<file path="config.mk">
export PLATFORM = sky130hd
export DESIGN_NAME = ad9833_serial_rx
export DESIGN_NICKNAME = d
export VERILOG_FILES = /design/src/rtl/ad9833_serial_rx.sv
export SDC_FILE = /design/constraint.sdc
export NUM_CORES = 1
export LEC_CHECK = 0
export ABC_CLOCK_PERIOD_IN_PS = 3720
export CAP_MARGIN = 20
export CORE_MARGIN = 2
export CORE_UTILIZATION = 30
export CTS_BUF_LIST = sky130_fd_sc_hd__clkbuf_8
export CTS_CLUSTER_SIZE = 28
export DETAILED_ROUTE_END_ITERATION = 16
export PLACE_DENSITY = 0.58
export SYNTH_ARGS = -nofsm -noshare
export SYNTH_HDL_FRONTEND = slang
export SYNTH_SLANG_ARGS = --single-unit
</file>
<file path="constraint.sdc">
create_clock -name clk -period 3.72 [get_ports clk]
set_input_delay 0.744 -clock clk [delete_from_list [all_inputs] [get_ports clk]]
set_output_delay 0.744 -clock clk [all_outputs]
set_load 0.02 [all_outputs]
</file>
<file path="src/rtl/ad9833_serial_rx.sv">
// rtl/ad9833_serial_rx.sv - AD9833 3-wire receiver decoding words into a shadow register file
module ad9833_serial_rx #(
  parameter int SYNC_STAGES = 2
) (
  input  logic        clk,
  input  logic        rst,
  input  logic        fsync,
  input  logic        sclk,
  input  logic        sdata,
  output logic [15:0] word,
  output logic        word_valid,
  output logic        frame_err,
  output logic [15:0] ctrl_reg,
  output logic [27:0] freq0,
  output logic [27:0] freq1,
  output logic [11:0] phase0,
  output logic [11:0] phase1
);

  localparam int SS = (SYNC_STAGES < 2) ? 2 : SYNC_STAGES;
  localparam int SW = $clog2(SS + 1);
  localparam logic [SW-1:0] SETTLE_MAX = SW'(SS);

  typedef enum logic [1:0] {
    ST_WAIT,
    ST_IDLE,
    ST_SHIFT,
    ST_DONE
  } state_t;

  state_t state, next_state;

  logic [SS-1:0] fsync_sr, sclk_sr, sdata_sr;
  logic          prev_sclk;
  logic [SW-1:0] settle_cnt;
  logic [15:0]   shift_q;
  logic [4:0]    bit_cnt;
  logic          half0, half1;
  logic [13:0]   pend0, pend1;

  logic        fsync_s, sclk_s, sdata_s, sclk_fall, settled;
  logic        shift_en, capture, err;
  logic [15:0] new_word;
  logic [13:0] d;

  assign fsync_s   = fsync_sr[SS-1];
  assign sclk_s    = sclk_sr[SS-1];
  assign sdata_s   = sdata_sr[SS-1];
  assign sclk_fall = prev_sclk & ~sclk_s;
  assign settled   = (settle_cnt == SETTLE_MAX);
  assign new_word  = {shift_q[14:0], sdata_s};
  assign d         = new_word[13:0];

  // Idle-high reset values keep the first cycles after reset from looking like edges.
  always_ff @(posedge clk) begin
    if (rst) begin
      fsync_sr   <= '1;
      sclk_sr    <= '1;
      sdata_sr   <= '0;
      prev_sclk  <= 1'b1;
      settle_cnt <= '0;
    end else begin
      fsync_sr   <= {fsync_sr[SS-2:0], fsync};
      sclk_sr    <= {sclk_sr[SS-2:0], sclk};
      sdata_sr   <= {sdata_sr[SS-2:0], sdata};
      prev_sclk  <= sclk_s;
      if (!settled) settle_cnt <= settle_cnt + 1'b1;
    end
  end

  always_ff @(posedge clk) begin
    if (rst) state <= ST_WAIT;
    else     state <= next_state;
  end

  // ST_WAIT holds off until the synchronizers carry real bus values and fsync is
  // seen high, so a frame cut by reset is never picked up part-way.
  always_comb begin
    next_state = state;
    shift_en   = 1'b0;
    capture    = 1'b0;
    err        = 1'b0;
    case (state)
      ST_WAIT:  if (settled && fsync_s) next_state = ST_IDLE;
      ST_IDLE:  if (!fsync_s) next_state = ST_SHIFT;
      ST_SHIFT: begin
        if (fsync_s) begin
          next_state = ST_IDLE;
          err        = (bit_cnt != 5'd0);
        end else if (sclk_fall) begin
          shift_en = 1'b1;
          if (bit_cnt == 5'd15) begin
            capture    = 1'b1;
            next_state = ST_DONE;
          end
        end
      end
      ST_DONE:  if (fsync_s) next_state = ST_IDLE;
      default:  next_state = ST_WAIT;
    endcase
  end

  always_ff @(posedge clk) begin
    if (rst) begin
      shift_q    <= '0;
      bit_cnt    <= '0;
      word       <= '0;
      word_valid <= 1'b0;
      frame_err  <= 1'b0;
      ctrl_reg   <= '0;
      freq0      <= '0;
      freq1      <= '0;
      phase0     <= '0;
      phase1     <= '0;
      half0      <= 1'b0;
      half1      <= 1'b0;
      pend0      <= '0;
      pend1      <= '0;
    end else begin
      word_valid <= capture;
      frame_err  <= err;
      if (state != ST_SHIFT) begin
        bit_cnt <= '0;
      end else if (shift_en) begin
        shift_q <= new_word;
        bit_cnt <= bit_cnt + 5'd1;
      end
      if (capture) begin
        word <= new_word;
        case (new_word[15:14])
          2'b00: begin
            ctrl_reg <= new_word;
            half0    <= 1'b0;
            half1    <= 1'b0;
          end
          2'b01: begin
            if (!ctrl_reg[13]) begin
              if (ctrl_reg[12]) freq0[27:14] <= d;
              else              freq0[13:0]  <= d;
            end else if (!half0) begin
              pend0 <= d;
              half0 <= 1'b1;
            end else begin
              freq0 <= {d, pend0};
              half0 <= 1'b0;
            end
          end
          2'b10: begin
            if (!ctrl_reg[13]) begin
              if (ctrl_reg[12]) freq1[27:14] <= d;
              else              freq1[13:0]  <= d;
            end else if (!half1) begin
              pend1 <= d;
              half1 <= 1'b1;
            end else begin
              freq1 <= {d, pend1};
              half1 <= 1'b0;
            end
          end
          default: begin
            if (new_word[13]) phase1 <= new_word[11:0];
            else              phase0 <= new_word[11:0];
          end
        endcase
      end
    end
  end

endmodule
</file>
==> flow_summary.html <==
<table>
<tr><th>Metric</th><th>Value</th></tr>
<tr><th colspan="2">Worst setup path</th></tr>
<tr><td>Reg2Reg Setup Slack</td><td>slightly above 1000 ps</td></tr>
<tr><td>Delay of the slowest cell on the worst path</td><td>around 500 ps</td></tr>
<tr><td>Required time at the endpoint of the critical path</td><td>~4100 ps</td></tr>
<tr><td>Crit-path cells</td><td>ha_1, and3_1, ha_1, nand3b_1, a2111oi_4, buf_4, nor2_1, a211oi_1</td></tr>
<tr><td>Most Frequent Cell on Critical Path</td><td>sky130_fd_sc_hd__ha_1</td></tr>
<tr><td>Endpoint arrival time on the critical path</td><td>between 3000 and 4000 ps</td></tr>
<tr><td>Kind of start point of the critical path</td><td>flip-flop</td></tr>
<tr><td>Crit-path max FO</td><td>28</td></tr>
<tr><td>CP max stage cell</td><td>sky130_fd_sc_hd__nand3b_1</td></tr>
<tr><td>Worst Setup End Kind</td><td>flip-flop</td></tr>
<tr><td>Crit path kind</td><td>flip-flop to flip-flop</td></tr>
<tr><th colspan="2">Die</th></tr>
<tr><td>Site row count</td><td>between 50 and 60</td></tr>
<tr><td>DIE HEIGHT</td><td>approximately 150 microns</td></tr>
<tr><td>Die width</td><td>roughly 150 microns</td></tr>
<tr><td>Area of the core region</td><td>roughly 0.022 sq mm</td></tr>
<tr><td>Overall die area</td><td>about 0.024 sq mm</td></tr>
<tr><td>Ports</td><td>between 100 and 150</td></tr>
<tr><td>Initial core utilization</td><td>a little under a third</td></tr>
<tr><th colspan="2">Pwr</th></tr>
<tr><td>Relative contribution of sequential cells to total power</td><td>just under 60%</td></tr>
<tr><td>Switch Pwr</td><td>between 800 and 900 uW</td></tr>
<tr><td>Total design power</td><td>3289 uW</td></tr>
<tr><td>Leak pwr</td><td>0.002624 uW</td></tr>
<tr><td>Power Density</td><td>383.7 mW/mm^2</td></tr>
<tr><td>Clock power share</td><td>between 30% and 40%</td></tr>
<tr><td>Peak ir drop on the vdd network</td><td>about 0.21 mV</td></tr>
<tr><td>Part of the total power dissipated in combinational logic</td><td>4.1%</td></tr>
<tr><td>Internal power consumption</td><td>around 2400 uW</td></tr>
<tr><td>Switching part of the total</td><td>around a quarter</td></tr>
<tr><th colspan="2">Route</th></tr>
<tr><td>Router iterations before antenna repair</td><td>4</td></tr>
<tr><td>Detailed-route via count</td><td>roughly 5100</td></tr>
<tr><td>Routed WL per cell</td><td>15.75 microns</td></tr>
<tr><td>Iteration-0 DRC Markers</td><td>about 240</td></tr>
<tr><td>Residual DRC count</td><td>0</td></tr>
<tr><td>Average via count per standard cell</td><td>~4.6</td></tr>
<tr><td>Antenna Nets Post-Route</td><td>0</td></tr>
<tr><td>Overall routed net length</td><td>roughly 18000 microns</td></tr>
<tr><th colspan="2">Layout</th></tr>
<tr><td>Most frequent cells in the layout</td><td>sky130_fd_sc_hd__dfxtp_1 (174), sky130_fd_sc_hd__nand2_1 (125), sky130_fd_sc_hd__clkdlybuf4s50_1 (117)</td></tr>
<tr><td>Fin util</td><td>between 30% and 40%</td></tr>
<tr><td>Fin nets</td><td>just over 800</td></tr>
<tr><td>Most frequent standard cell in the layout excluding fill and tap cells</td><td>sky130_fd_sc_hd__dfxtp_1</td></tr>
<tr><td>Number of inserted diodes</td><td>0</td></tr>
<tr><td>Layout cells sized above 1</td><td>8.454%</td></tr>
<tr><td>Finished layout cell area</td><td>0.008573 sq mm</td></tr>
<tr><td>Area delta synth-&gt;final</td><td>26.37%</td></tr>
<tr><td>Filler cell count</td><td>2261</td></tr>
<tr><td>Biggest regs</td><td>freq0 x28, freq1 x28</td></tr>
<tr><th colspan="2">Global route</th></tr>
<tr><td>Met3 demand-to-capacity share in global routing</td><td>between 5 and 6%</td></tr>
<tr><td>Global-route wire length before repair</td><td>around 28000 microns</td></tr>
<tr><td>Total routing usage reported by global routing</td><td>between 10% and 20%</td></tr>
<tr><td>Largest net degree at the start of global routing</td><td>63</td></tr>
<tr><td>Vias in the first global route</td><td>between 4000 and 5000</td></tr>
<tr><td>Peak-usage layer in the global routing report</td><td>met2</td></tr>
<tr><td>Met2 Resource Use GR</td><td>22.68%</td></tr>
<tr><td>Global-route track usage on met1</td><td>around 20%</td></tr>
<tr><td>Number of antenna violations at the first check in global routing</td><td>0</td></tr>
<tr><td>Global route overflow</td><td>0</td></tr>
<tr><th colspan="2">Yosys</th></tr>
<tr><td>Number of synthesized register bits</td><td>175</td></tr>
<tr><td>Syn nets</td><td>about 740</td></tr>
<tr><td>Post-synthesis sequential area ratio</td><td>around half</td></tr>
<tr><td>Combined area of all synthesized cells</td><td>a little under 0.007 sq mm</td></tr>
<tr><td>Async SR Flop Fraction</td><td>0%</td></tr>
<tr><td>Cell count after synthesis</td><td>roughly 720</td></tr>
<tr><td>Yosys warning count</td><td>0</td></tr>
<tr><td>Avg Inst Size Synth</td><td>about 9.4 sq um</td></tr>
<tr><td>Prevailing post-synth register cell</td><td>sky130_fd_sc_hd__dfxtp_1</td></tr>
<tr><td>Number of distinct library cells after synthesis</td><td>41</td></tr>
<tr><td>Number of enable flip-flop cells after synthesis</td><td>0</td></tr>
<tr><th colspan="2">Timing</th></tr>
<tr><td>Achievable clock frequency</td><td>370.3 MHz</td></tr>
<tr><td>Setup-failing EPs final</td><td>0</td></tr>
<tr><td>Number of hold violations in the final report</td><td>0</td></tr>
<tr><td>Clk_skew</td><td>between 15 and 20 ps</td></tr>
<tr><td>Pins Over Slew Limit</td><td>0</td></tr>
<tr><td>Share of the clock period used by the worst path after layout</td><td>72.60%</td></tr>
<tr><td>Worst Tran Pin Value</td><td>837.1 ps</td></tr>
<tr><td>Unrepaired setup endpoints after global routing</td><td>no</td></tr>
<tr><td>Worst slew margin relative to its limit</td><td>43.77%</td></tr>
<tr><td>Sum Neg Setup Slack</td><td>0 ps</td></tr>
<tr><td>Final worst path period need</td><td>about 2700 ps</td></tr>
<tr><th colspan="2">Clock tree</th></tr>
<tr><td>H-tree level count</td><td>4</td></tr>
<tr><td>Clock insertion delay at the later pin of the skew report</td><td>approximately 470 ps</td></tr>
<tr><td>Post-cts hold buffer count</td><td>0</td></tr>
<tr><td>Post-CTS Setup Inserts</td><td>0</td></tr>
<tr><td>Post-CTS Resized</td><td>0</td></tr>
<tr><td>Clock transition at the registers of the reported paths</td><td>roughly 100 ps</td></tr>
<tr><td>Number of sinks driven by the clock tree</td><td>175</td></tr>
<tr><td>Clock root buffer</td><td>sky130_fd_sc_hd__clkbuf_8</td></tr>
<tr><td>Cts bufs inserted</td><td>17</td></tr>
<tr><td>CTS tree</td><td>yes</td></tr>
<tr><td>Maximum clock insertion buffer count</td><td>2</td></tr>
<tr><th colspan="2">Flow run</th></tr>
<tr><td>Maximum capacitance violations</td><td>0</td></tr>
<tr><th colspan="2">Place</th></tr>
<tr><td>Routability congestion estimate from global placement</td><td>roughly 0.73</td></tr>
<tr><td>Number of buffers added on ports</td><td>roughly 120</td></tr>
<tr><td>Post-detailed-placement half-perimeter wirelength</td><td>~11000 microns</td></tr>
<tr><td>Placed cell area</td><td>just over 0.008 sq mm</td></tr>
<tr><th colspan="2">Worst hold path</th></tr>
<tr><td>Type of the most critical hold path</td><td>flip-flop to flip-flop</td></tr>
<tr><th colspan="2">Outcome</th></tr>
<tr><td>Outcome</td><td>finished, final reports clean</td></tr>
</table>
## per-layer routing
| metal | wire [microns] | share of wire [%] |
|---|---|---|
| met5 | 0 | 0 |
| met4 | 174 | 0.99 |
| met3 | 1310 | 7.5 |
| met2 | 7741 | 44 |
| met1 | 8308 | 47 |
## worst max-delay path: cells and delay by family, from the launching register on
family                   cells  cell delay, ps
flip-flops                   1             400
AND/OR/NAND/NOR              3             730
buffers and inverters        1             370
AO/OA/AOI/OAI                2             710
adder cells (fa/ha/maj)      2             380
## logic make-up (layout without fill, tap and decap cells)
| group | Yosys count | count (layout) | share of synthesized area, % |
|---|---|---|---|
| AO/OA/AOI/OAI | 100 | 100 | 9.388 |
| AND/OR/NAND/NOR | 271 | 271 | 18.20 |
| flip-flops | 175 | 175 | 51.64 |
| buffers and inverters | 70 | 174 | 4.611 |
| adder cells (fa/ha/maj) | 8 | 8 | 1.476 |
| multiplexers | 96 | 96 | 14.16 |
| XOR/XNOR | 4 | 4 | 0.5165 |
## area by class of cell
type | count | area (sq um) | area share [%]
Multi-Input combinational cell | 479 | 3012 | 35.13
Clock inverter | 15 | 128.9 | 1.503
Inverter | 9 | 33.78 | 0.3940
Timing Repair Buffer | 133 | 1304 | 15.21
Sequential cell | 175 | 3505 | 40.88
Tap cell | 285 | 356.6 | 4.159
Clock buffer | 17 | 234.0 | 2.729
## path summary, 6_finish.rpt
path,from,endpoint,cells past startpoint
max,bit_cnt[0],freq0[5],8
min,sclk_sr[0],sclk_sr[1],1
max reg2reg,bit_cnt[0],freq0[5],8
min reg2reg,sclk_sr[0],sclk_sr[1],1
## stage by stage
stage,worst slack (ps),std cells,hold slack (ps)
finish,1019,1113,422.5
global route,786.7,1113,432.3
global placement,1141,1081,398.1
floorplan,1587,724,389.5
CTS,1023,1113,427.4
detailed placement,1072,1081,402.5
## cell usage after synthesis, types with 2 or more instances
cell                        instances  area share, %
sky130_fd_sc_hd__xor2_1             3           0.39
sky130_fd_sc_hd__mux2i_1           96             14
sky130_fd_sc_hd__clkbuf_1          43            2.4
sky130_fd_sc_hd__a211oi_1          24            2.7
sky130_fd_sc_hd__or4_1              3           0.33
sky130_fd_sc_hd__nor3_1             3           0.22
sky130_fd_sc_hd__nor3b_1            3           0.33
sky130_fd_sc_hd__nand2_1          125            6.9
sky130_fd_sc_hd__nand3_1            2           0.15
sky130_fd_sc_hd__a211oi_2           6            1.1
sky130_fd_sc_hd__o21ai_0            3           0.22
sky130_fd_sc_hd__dfxtp_1          175             52
sky130_fd_sc_hd__nand2b_1           4           0.37
sky130_fd_sc_hd__nand4bb_4          2           0.81
sky130_fd_sc_hd__nor3_2             2           0.30
sky130_fd_sc_hd__ha_1               8            1.5
sky130_fd_sc_hd__buf_4              6           0.66
sky130_fd_sc_hd__nand3b_1           2           0.22
sky130_fd_sc_hd__inv_1              9           0.50
sky130_fd_sc_hd__nor2_1           105            5.8
sky130_fd_sc_hd__buf_6              2           0.33
sky130_fd_sc_hd__nor2b_1            4           0.37
sky130_fd_sc_hd__buf_2             10           0.74
sky130_fd_sc_hd__or2_2              5           0.46
sky130_fd_sc_hd__a31oi_1            3           0.28
sky130_fd_sc_hd__a21oi_1           61            4.5
## power by group through the flow
stage	combinational [uW]	clock (uW)	sequential (uW)
floorplan	110	0	1950
detailed placement	138	0	1950
global route	160	1370	1910
global placement	134	0	1950
finish	136	1250	1910
CTS	138	1290	1910
No activity file was read; power rests on OpenSTA's default activity.
